File: src/rtl/regfile_write_arbiter_if.sv
// regfile_write_arbiter_if: writeback handshakes from the ALU and load paths plus the register-file write port
interface regfile_write_arbiter_if #(
  parameter int DATA_W = 32,
  parameter int ADDR_W = 5
);
  logic              alu_valid;
  logic              alu_ready;
  logic [ADDR_W-1:0] alu_reg;
  logic [DATA_W-1:0] alu_data;
  logic              mem_valid;
  logic              mem_ready;
  logic [ADDR_W-1:0] mem_reg;
  logic [DATA_W-1:0] mem_data;
  logic [ADDR_W-1:0] writeReg;
  logic [DATA_W-1:0] writeData;
  logic              regWrite;
  logic              idle;
  modport master (
    output alu_valid, alu_reg, alu_data, mem_valid, mem_reg, mem_data,
    input  alu_ready, mem_ready, writeReg, writeData, regWrite, idle
  );
  modport slave (
    input  alu_valid, alu_reg, alu_data, mem_valid, mem_reg, mem_data,
    output alu_ready, mem_ready, writeReg, writeData, regWrite, idle
  );
endinterface

File: src/rtl/regfile_write_arbiter.sv
// regfile_write_arbiter: round-robin scheduling of ALU and load writebacks onto one register-file write port
module regfile_write_arbiter #(
  parameter int DEPTH  = 2,
  parameter int DATA_W = 32,
  parameter int ADDR_W = 5
) (
  input logic                   clock_in,
  input logic                   reset_n,
  regfile_write_arbiter_if.slave bus
);
  localparam int PW = $clog2(DEPTH);
  localparam int CW = PW + 1;
  localparam int EW = ADDR_W + DATA_W;
  typedef enum logic {GRANT_A, GRANT_M} grant_t;
  grant_t            last_grant, last_grant_next;
  logic [1:0]        valid, ready, push, pop, nonempty;
  logic [ADDR_W-1:0] req_reg [2];
  logic [DATA_W-1:0] req_data [2];
  logic [EW-1:0]     head [2];
  logic [ADDR_W-1:0] write_reg;
  logic [DATA_W-1:0] write_data;
  logic              reg_write;
  assign valid       = {bus.mem_valid, bus.alu_valid};
  assign req_reg[0]  = bus.alu_reg;
  assign req_reg[1]  = bus.mem_reg;
  assign req_data[0] = bus.alu_data;
  assign req_data[1] = bus.mem_data;
  for (genvar s = 0; s < 2; s++) begin : g_fifo
    logic [EW-1:0] mem [DEPTH];
    logic [PW-1:0] rd, wr;
    logic [CW-1:0] count;
    assign ready[s]    = count != CW'(DEPTH);
    assign nonempty[s] = count != '0;
    // register 0 completes the handshake but is never queued
    assign push[s]     = valid[s] && ready[s] && req_reg[s] != '0;
    assign head[s]     = mem[rd];
    always_ff @(posedge clock_in)
      if (push[s]) mem[wr] <= {req_reg[s], req_data[s]};
    always_ff @(posedge clock_in or negedge reset_n)
      if (!reset_n) begin
        rd    <= '0;
        wr    <= '0;
        count <= '0;
      end else begin
        if (push[s]) wr <= wr + 1'b1;
        if (pop[s]) rd <= rd + 1'b1;
        count <= count + CW'(push[s]) - CW'(pop[s]);
      end
  end
  always_comb begin
    pop             = '0;
    pop[0]          = nonempty[0] && (!nonempty[1] || last_grant == GRANT_M);
    pop[1]          = nonempty[1] && !pop[0];
    last_grant_next = pop[0] ? GRANT_A : pop[1] ? GRANT_M : last_grant;
  end
  always_ff @(posedge clock_in or negedge reset_n)
    if (!reset_n) begin
      last_grant <= GRANT_M;
      reg_write  <= 1'b0;
      write_reg  <= '0;
      write_data <= '0;
    end else begin
      last_grant <= last_grant_next;
      reg_write  <= |pop;
      if (|pop) {write_reg, write_data} <= pop[0] ? head[0] : head[1];
    end
  assign bus.alu_ready = ready[0];
  assign bus.mem_ready = ready[1];
  assign bus.writeReg  = write_reg;
  assign bus.writeData = write_data;
  assign bus.regWrite  = reg_write;
  assign bus.idle      = !nonempty[0] && !nonempty[1] && !reg_write;
endmodule

File: src/flat_wrapper.sv
// flat-port wrapper written by rule: the top's interface ports become plain ports
module regfile_write_arbiter_flat 
#(
  parameter int DEPTH  = 2,
  parameter int DATA_W = 32,
  parameter int ADDR_W = 5
)
  (clock_in, reset_n, bus_alu_valid, bus_alu_reg, bus_alu_data, bus_mem_valid, bus_mem_reg, bus_mem_data, bus_alu_ready, bus_mem_ready, bus_writeReg, bus_writeData, bus_regWrite, bus_idle);
  regfile_write_arbiter_if #(.DATA_W(DATA_W), .ADDR_W(ADDR_W)) bus_i ();
  input logic clock_in;
  input logic reset_n;
  input wire logic [$bits(bus_i.alu_valid)-1:0] bus_alu_valid;
  input wire logic [$bits(bus_i.alu_reg)-1:0] bus_alu_reg;
  input wire logic [$bits(bus_i.alu_data)-1:0] bus_alu_data;
  input wire logic [$bits(bus_i.mem_valid)-1:0] bus_mem_valid;
  input wire logic [$bits(bus_i.mem_reg)-1:0] bus_mem_reg;
  input wire logic [$bits(bus_i.mem_data)-1:0] bus_mem_data;
  output wire logic [$bits(bus_i.alu_ready)-1:0] bus_alu_ready;
  output wire logic [$bits(bus_i.mem_ready)-1:0] bus_mem_ready;
  output wire logic [$bits(bus_i.writeReg)-1:0] bus_writeReg;
  output wire logic [$bits(bus_i.writeData)-1:0] bus_writeData;
  output wire logic [$bits(bus_i.regWrite)-1:0] bus_regWrite;
  output wire logic [$bits(bus_i.idle)-1:0] bus_idle;
  assign bus_i.alu_valid = bus_alu_valid;
  assign bus_i.alu_reg = bus_alu_reg;
  assign bus_i.alu_data = bus_alu_data;
  assign bus_i.mem_valid = bus_mem_valid;
  assign bus_i.mem_reg = bus_mem_reg;
  assign bus_i.mem_data = bus_mem_data;
  assign bus_alu_ready = bus_i.alu_ready;
  assign bus_mem_ready = bus_i.mem_ready;
  assign bus_writeReg = bus_i.writeReg;
  assign bus_writeData = bus_i.writeData;
  assign bus_regWrite = bus_i.regWrite;
  assign bus_idle = bus_i.idle;
  regfile_write_arbiter #(.DEPTH(DEPTH), .DATA_W(DATA_W), .ADDR_W(ADDR_W)) u_core (.clock_in(clock_in), .reset_n(reset_n), .bus(bus_i));
endmodule
File: config.mk
export PLATFORM = sky130hd
export DESIGN_NAME = regfile_write_arbiter_flat
export DESIGN_NICKNAME = d
export VERILOG_FILES = /design/src/rtl/regfile_write_arbiter_if.sv /design/src/rtl/regfile_write_arbiter.sv /design/src/flat_wrapper.sv
export SDC_FILE = /design/constraint.sdc
export NUM_CORES = 1
export LEC_CHECK = 0
export CAP_MARGIN = 20
export CORE_MARGIN = 1.5
export CORE_UTILIZATION = 40
export CTS_CLUSTER_SIZE = 40
export DETAILED_ROUTE_END_ITERATION = 6
export GPL_ROUTABILITY_DRIVEN = 0
export PLACE_DENSITY = 0.61
export SETUP_SLACK_MARGIN = 0.15
export SYNTH_ARGS = -nofsm -noshare
export SYNTH_HDL_FRONTEND = slang
export SYNTH_SLANG_ARGS = --single-unit
File: constraint.sdc
create_clock -name clock_in -period 6.3 [get_ports clock_in]
set_input_delay 0.63 -clock clock_in [delete_from_list [all_inputs] [get_ports clock_in]]
set_output_delay 0.63 -clock clock_in [all_outputs]
set_load 0.01 [all_outputs]
==> run summary, run 1 <==
Outcome = complete, no violations
Hold Vio Cnt, Final = 0
Post-CTS Resized = 0
Period utilisation layout = 51.78%
Pwr per Cell Area = 510.2 nW/um^2
Synth warnings = 0
Vias in the first global route = 4376
Hold Path Class = in -> async
Synth area leader = edfxtp_1
Setup WS post-layout = 3.038 ns
Vias post-DR = 4173
First-pass GRT wire length = 24350 um
Htree depth = 4
CTS Sinks = 195
Starting density of the core = 40.99%
Worst-margin pin slew = 1.048 ns
IO Count = 119
Crit path max fanout = 76
Dpl hpwl = 9815 um
Predominant post-synthesis flop cell = edfxtp_1
Avg Inst Size Synth = 17.29 um^2
# fillers = 1536
WL final = 15720 um
Max Buffers Root-to-Sink = 2
Gr usage total = 16.62%
Syn Nets = 527
Netlist cell types = 22
CP required = 5.67 ns
TritonCTS clock tree = yes
Total leakage power = 3.444 nW
RSZ-0062 raised after global routing = false
Final nets = 642
Async SR Flop Fraction = 24.10%
Max FFs per register = 148
Die height = 141.7 um
Post-synth EDFFs = 148
Most frequent cells in the layout = 148 x edfxtp_1, 117 x clkdlybuf4s50_1, 44 x dfrtp_1
Final Setup Violations = 0
P&R area growth vs syn = 27.94%
Setup Crit Path Kind = reg -> out
Max_cap viols = 0
Final setup TNS = 0 ns
Input/output buffers = 118
Setup crit end kind = primary output
DRC Markers = 0
Post-DR vias/cell = 5.171
Hold slack = 0.3196 ns
Total gr overflow = 0
Seq/Total Area, Yosys = 73.07%
Crit path DAT = 2.63 ns
Per-cell routed wire length = 19.47 um
1st-pass router iterations = 5
Initial antenna violation count = 0
Core box area = 18770 um^2
Rel. slew slack = 30.11%
Yosys reg bits = 195
Fin. max-slew vios = 0
Setup WS pre-CTS = 3.143 ns
Largest net degree at the start of global routing = 77
Root buf cell = clkbuf_16
Setup bufs post-CTS = 0
Power consumption = 0.005022 W
Commonest non-fill, non-tap cell in the layout = edfxtp_1
Cts hold-fix bufs = 0
Layout cells sized above 1 = 21.47%
Violation count after the first detailed-routing iteration = 173
Netlist Area Pre-Place = 7694 um^2
Area contributors post-synth = edfxtp_1 58%, dfrtp_1 15%, a311oi_2 7.2%, mux2_2 5.4%, mux2i_1 4.8%
Core Rows = 50
Final worst path period need = 3.262 ns
Fmax = 0.3065 GHz
Fin Clk Skew = 0.008620 ns
Clock Latency Late Sink = 0.43 ns
Worst setup SP type = flop
Die area = 20070 um^2
Antenna diode count = 0
Detail Route Antenna Nets = 0
Clock transition at the registers of the reported paths = 0.07 ns
Die Span X = 141.7 um
Cells after Synth = 445
Peak supply drop = 259.4 uV
Synth top area share = 57.77%
CTS Buf Count = 17
through the flow:
step / cell area (um^2) / instances / util [%]
final: 9843 / 807 / 52.45
after global routing: 9843 / 807 / 52.45
after CTS: 9843 / 807 / 52.45
after detailed placement: 9163 / 775 / 48.82
after global placement: 9062 / 770 / 48.29
after floorplan: 7694 / 445 / -
path summary, 6_finish.rpt:
| kind | startpoint | to | slack [ns] | depth (start not counted) |
|---|---|---|---|---|
| worst max register to register | u_core.g_fifo[1].count[1] | u_core.bus.writeData[7] | 3.75 | 4 |
| worst max-delay path | u_core.g_fifo[1].count[1] | bus_idle | 3.04 | 3 |
| min in group clock_in | u_core.g_fifo[0].wr | u_core.g_fifo[0].wr | 0.55 | 1 |
| worst min-delay path | reset_n | u_core.bus.writeData[2] | 0.32 | 2 |
| max in group asynchronous | reset_n | u_core.g_fifo[0].rd | 5.49 | 2 |
| worst min register to register | u_core.g_fifo[0].wr | u_core.g_fifo[0].wr | 0.55 | 1 |
power by group:
part	leakage [nW]	switching [W]	total (W)	internal, W
clock network	0.327	0.000455	0.00122	0.000766
registers	1.90	0.000240	0.00205	0.00181
logic	1.21	0.000879	0.00175	0.000871
total	3.44	0.00157	0.00502	0.00345
synthesized netlist by cell type (5+ instances only):
cell type and instances:
mux2_2 37, nor3_1 38, a311oi_2 37, buf_6 5, clkbuf_1 15, dfrtp_1 46
buf_2 7, edfxtp_1 148, nor2_1 44, xnor2_1 8, mux2i_1 37, inv_1 6
per-layer routing:
| layer | global-route usage (%) | routed length [um] |
|---|---|---|
| met1 | 20.98 | 6755 |
| met2 | 28.04 | 7941 |
| met3 | 3.881 | 800 |
| met4 | 6.023 | 218 |
| met5 | 0 | 0 |
critical path: stages, from the launching register on:
cell and delay [ns]:
dfrtp_1 0.45, or4_4 0.99, nor2_1 0.20, clkdlybuf4s50_1 0.56
logic make-up after synthesis:
family,count (synthesis),share of synthesized area [%]
xor+xnor,8,0.9108
mux,74,10.23
simple gates,88,5.155
buf+inv,35,2.358
flops,195,73.07
fa+ha+maj,4,0.6505
compound gates,41,7.627
area by class of cell:
class | count | area [um^2] | area share (%)
clock inverters | 13 | 227.7 | 2.313
inverters | 6 | 22.52 | 0.2288
well taps | 234 | 292.8 | 2.974
multi-input cells | 215 | 1932 | 19.63
repair buffers | 125 | 1291 | 13.12
clock buffers | 19 | 452.9 | 4.601
flip-flops and latches | 195 | 5624 | 57.14
Note: power is estimated with default switching activity, not from simulation.
==> run 2, diff against run 1 <==
Settings changed: PLACE_DENSITY 0.61 to 0.64.
Clock period 6.3 ns to 2.8 ns, I/O delays scaled along.
==> run 2 against run 1 <==
Against the previous run:
- clock skew shrank 0.0032 ns
- via count grew 0.50%
- routed wire length grew 2.0%
- largest cell class unchanged
==> run summary, run 2 (synthesis results as in run 1) <==
Htree depth = 4 (unchanged)
Clock Latency Late Sink = 0.43 ns (about the same)
Multi-input logic area = 1941 um^2 (+0.45%)
Vias post-DR = 4194 (+0.50%)
Post-DR vias/cell = 5.121 (-0.97%)
Max Buffers Root-to-Sink = 2 (unchanged)
Initial antenna violation count = 0 (unchanged)
Fin. max-slew vios = 0 (unchanged)
Peak supply drop = 541.4 uV (+110%)
Hold path cells = 1
DRC Markers = 0 (unchanged)
Final Setup Violations = 0 (unchanged)
CP required = 2.52 ns (-3.15 ns)
Clock transition at the registers of the reported paths = 0.07 ns (about the same)
CTS Buf Count = 17 (unchanged)
Hold Vio Cnt, Final = 0 (unchanged)
Flop-to-flop setup slack = 0.78 ns (-2.97 ns)
R2R Path End = u_core.g_fifo[0].mem[1][14]
WL final = 16020 um (+2.0%)
Final setup TNS = 0 ns (unchanged)
Final nets = 654 (+1.9%)
Cells on worst reg2reg path = 5 (+1)
Die Span X = 141.7 um (unchanged)
Pwr per Cell Area = 1138 nW/um^2 (+120%)
Hold path start = bus_mem_data[7]
Most frequent cells in the layout = 148 x edfxtp_1, 117 x clkdlybuf4s50_1, 44 x dfrtp_1
Fin Clk Skew = 0.005394 ns (-0.003226 ns)
Worst setup SP type = flop
Crit path max fanout = 15 (-80%)
Setup Crit Path Kind = reg -> out
Reg area = 5624 um^2 (unchanged)
Non-filler cells, final = 819 (+1.5%)
Hold Path End = u_core.g_fifo[1].mem[0][7]
Placed cell count = 781 (+0.77%)
Worst setup startpoint = u_core.g_fifo[0].count[0]
Post-CTS Resized = 0 (unchanged)
IO Count = 119 (unchanged)
Setup crit end kind = primary output
TritonCTS clock tree = yes
Input/output buffers = 118 (unchanged)
P&R area growth vs syn = 28.77%
Root buf cell = clkbuf_16
Commonest non-fill, non-tap cell in the layout = edfxtp_1
Per-cell routed wire length = 19.56 um (+0.47%)
Period utilisation layout = 91.64%
Starting density of the core = 40.99% (unchanged)
Total leakage power = 3.476 nW (+0.92%)
CTS Sinks = 195 (unchanged)
Outcome = complete, no violations
RSZ-0062 raised after global routing = false
First-pass GRT wire length = 24430 um (+0.31%)
Worst-margin pin slew = 0.7366 ns (-0.3118 ns)
Max_cap viols = 0 (unchanged)
Gr usage total = 16.49% (-0.13 points)
Detail Route Antenna Nets = 0 (unchanged)
Final worst path period need = 2.566 ns
Crit path DAT = 2.29 ns (-0.34 ns)
Violation count after the first detailed-routing iteration = 231 (+34%)
Core Rows = 50 (unchanged)
Largest net degree at the start of global routing = 48 (-38%)
Max FFs per register = 148 (unchanged)
Fmax = 0.3897 GHz
Hold Path Class = in -> reg
# fillers = 1542 (+0.39%)
Total gr overflow = 0 (unchanged)
1st-pass router iterations = 4 (-1)
Antenna diode count = 0 (unchanged)
Die area = 20070 um^2 (unchanged)
Setup bufs post-CTS = 0 (unchanged)
Worst r2r src = u_core.g_fifo[0].count[0]
Layout cells sized above 1 = 22.91% (+1.4 points)
Core box area = 18770 um^2 (unchanged)
Rel. slew slack = 50.89% (+21 points)
Die height = 141.7 um (unchanged)
Dpl hpwl = 10470 um (+6.7%)
Vias in the first global route = 4445 (+1.6%)
-- run 2: what timing repair did --
| action | CTS | global route |
|---|---|---|
| hold buffers | 1 | 0 |
| endpoints found under the hold margin | 27 | 0 |
| setup endpoints to repair | 1 | 0 |
-- run 2: area by class of cell --
cell class                 count  share of cell area (%)
timing repair buffer         136                   13.99
clock inverter                14                   2.134
clock buffer                  18                   4.332
inverter                       6                  0.2273
multi-input combinational    216                   19.59
sequential                   195                   56.77
tap                          234                   2.955
-- run 2: layer usage --
metal	global-route usage, %	part of all wire (%)	up-vias
met2	28.42	51	101
met1	20.28	43	2105
met3	4.050	4.6	14
met5	0	0	-
met4	5.697	1.3	0
li1	-	-	1974
-- run 2: how the worst max path moves through the flow --
stage                                   to  slack, ns
3_5_place_dp   u_core.g_fifo[0].mem[0][25]       0.19
6_report                          bus_idle       0.23
2_1_floorplan   u_core.g_fifo[1].mem[0][0]       0.02
3_3_place_gp   u_core.g_fifo[0].mem[0][25]       0.32
5_1_grt                           bus_idle       0.17
4_1_cts                           bus_idle       0.21
-- run 2: critical path, cell delays in order, from the launching register on --
cell and delay (ns):
dfrtp_1 0.46, or4_4 0.71, nor2_1 0.14, clkdlybuf4s50_1 0.54
-- run 2: through the flow --
stage          area, um^2  hold slack, ns  total power (W)  util [%]  setup slack, ns
2_1_floorplan        7699        -0.01559         0.007152         -          0.01660
3_3_place_gp         9145          0.3684         0.008504     48.73           0.3152
3_5_place_dp         9145          0.3772         0.008670     48.73           0.1918
4_1_cts              9804          0.4133          0.01131     52.24           0.2079
5_1_grt              9907          0.4196          0.01182     52.79           0.1681
6_report             9907          0.4262          0.01127     52.79           0.2340
-- run 2: power by group --
part	internal [W]	total, W	switching, W	leakage [nW]
clock network	0.00158	0.00261	0.00103	0.300
logic	0.00205	0.00407	0.00202	1.27
registers	0.00408	0.00459	0.000518	1.90
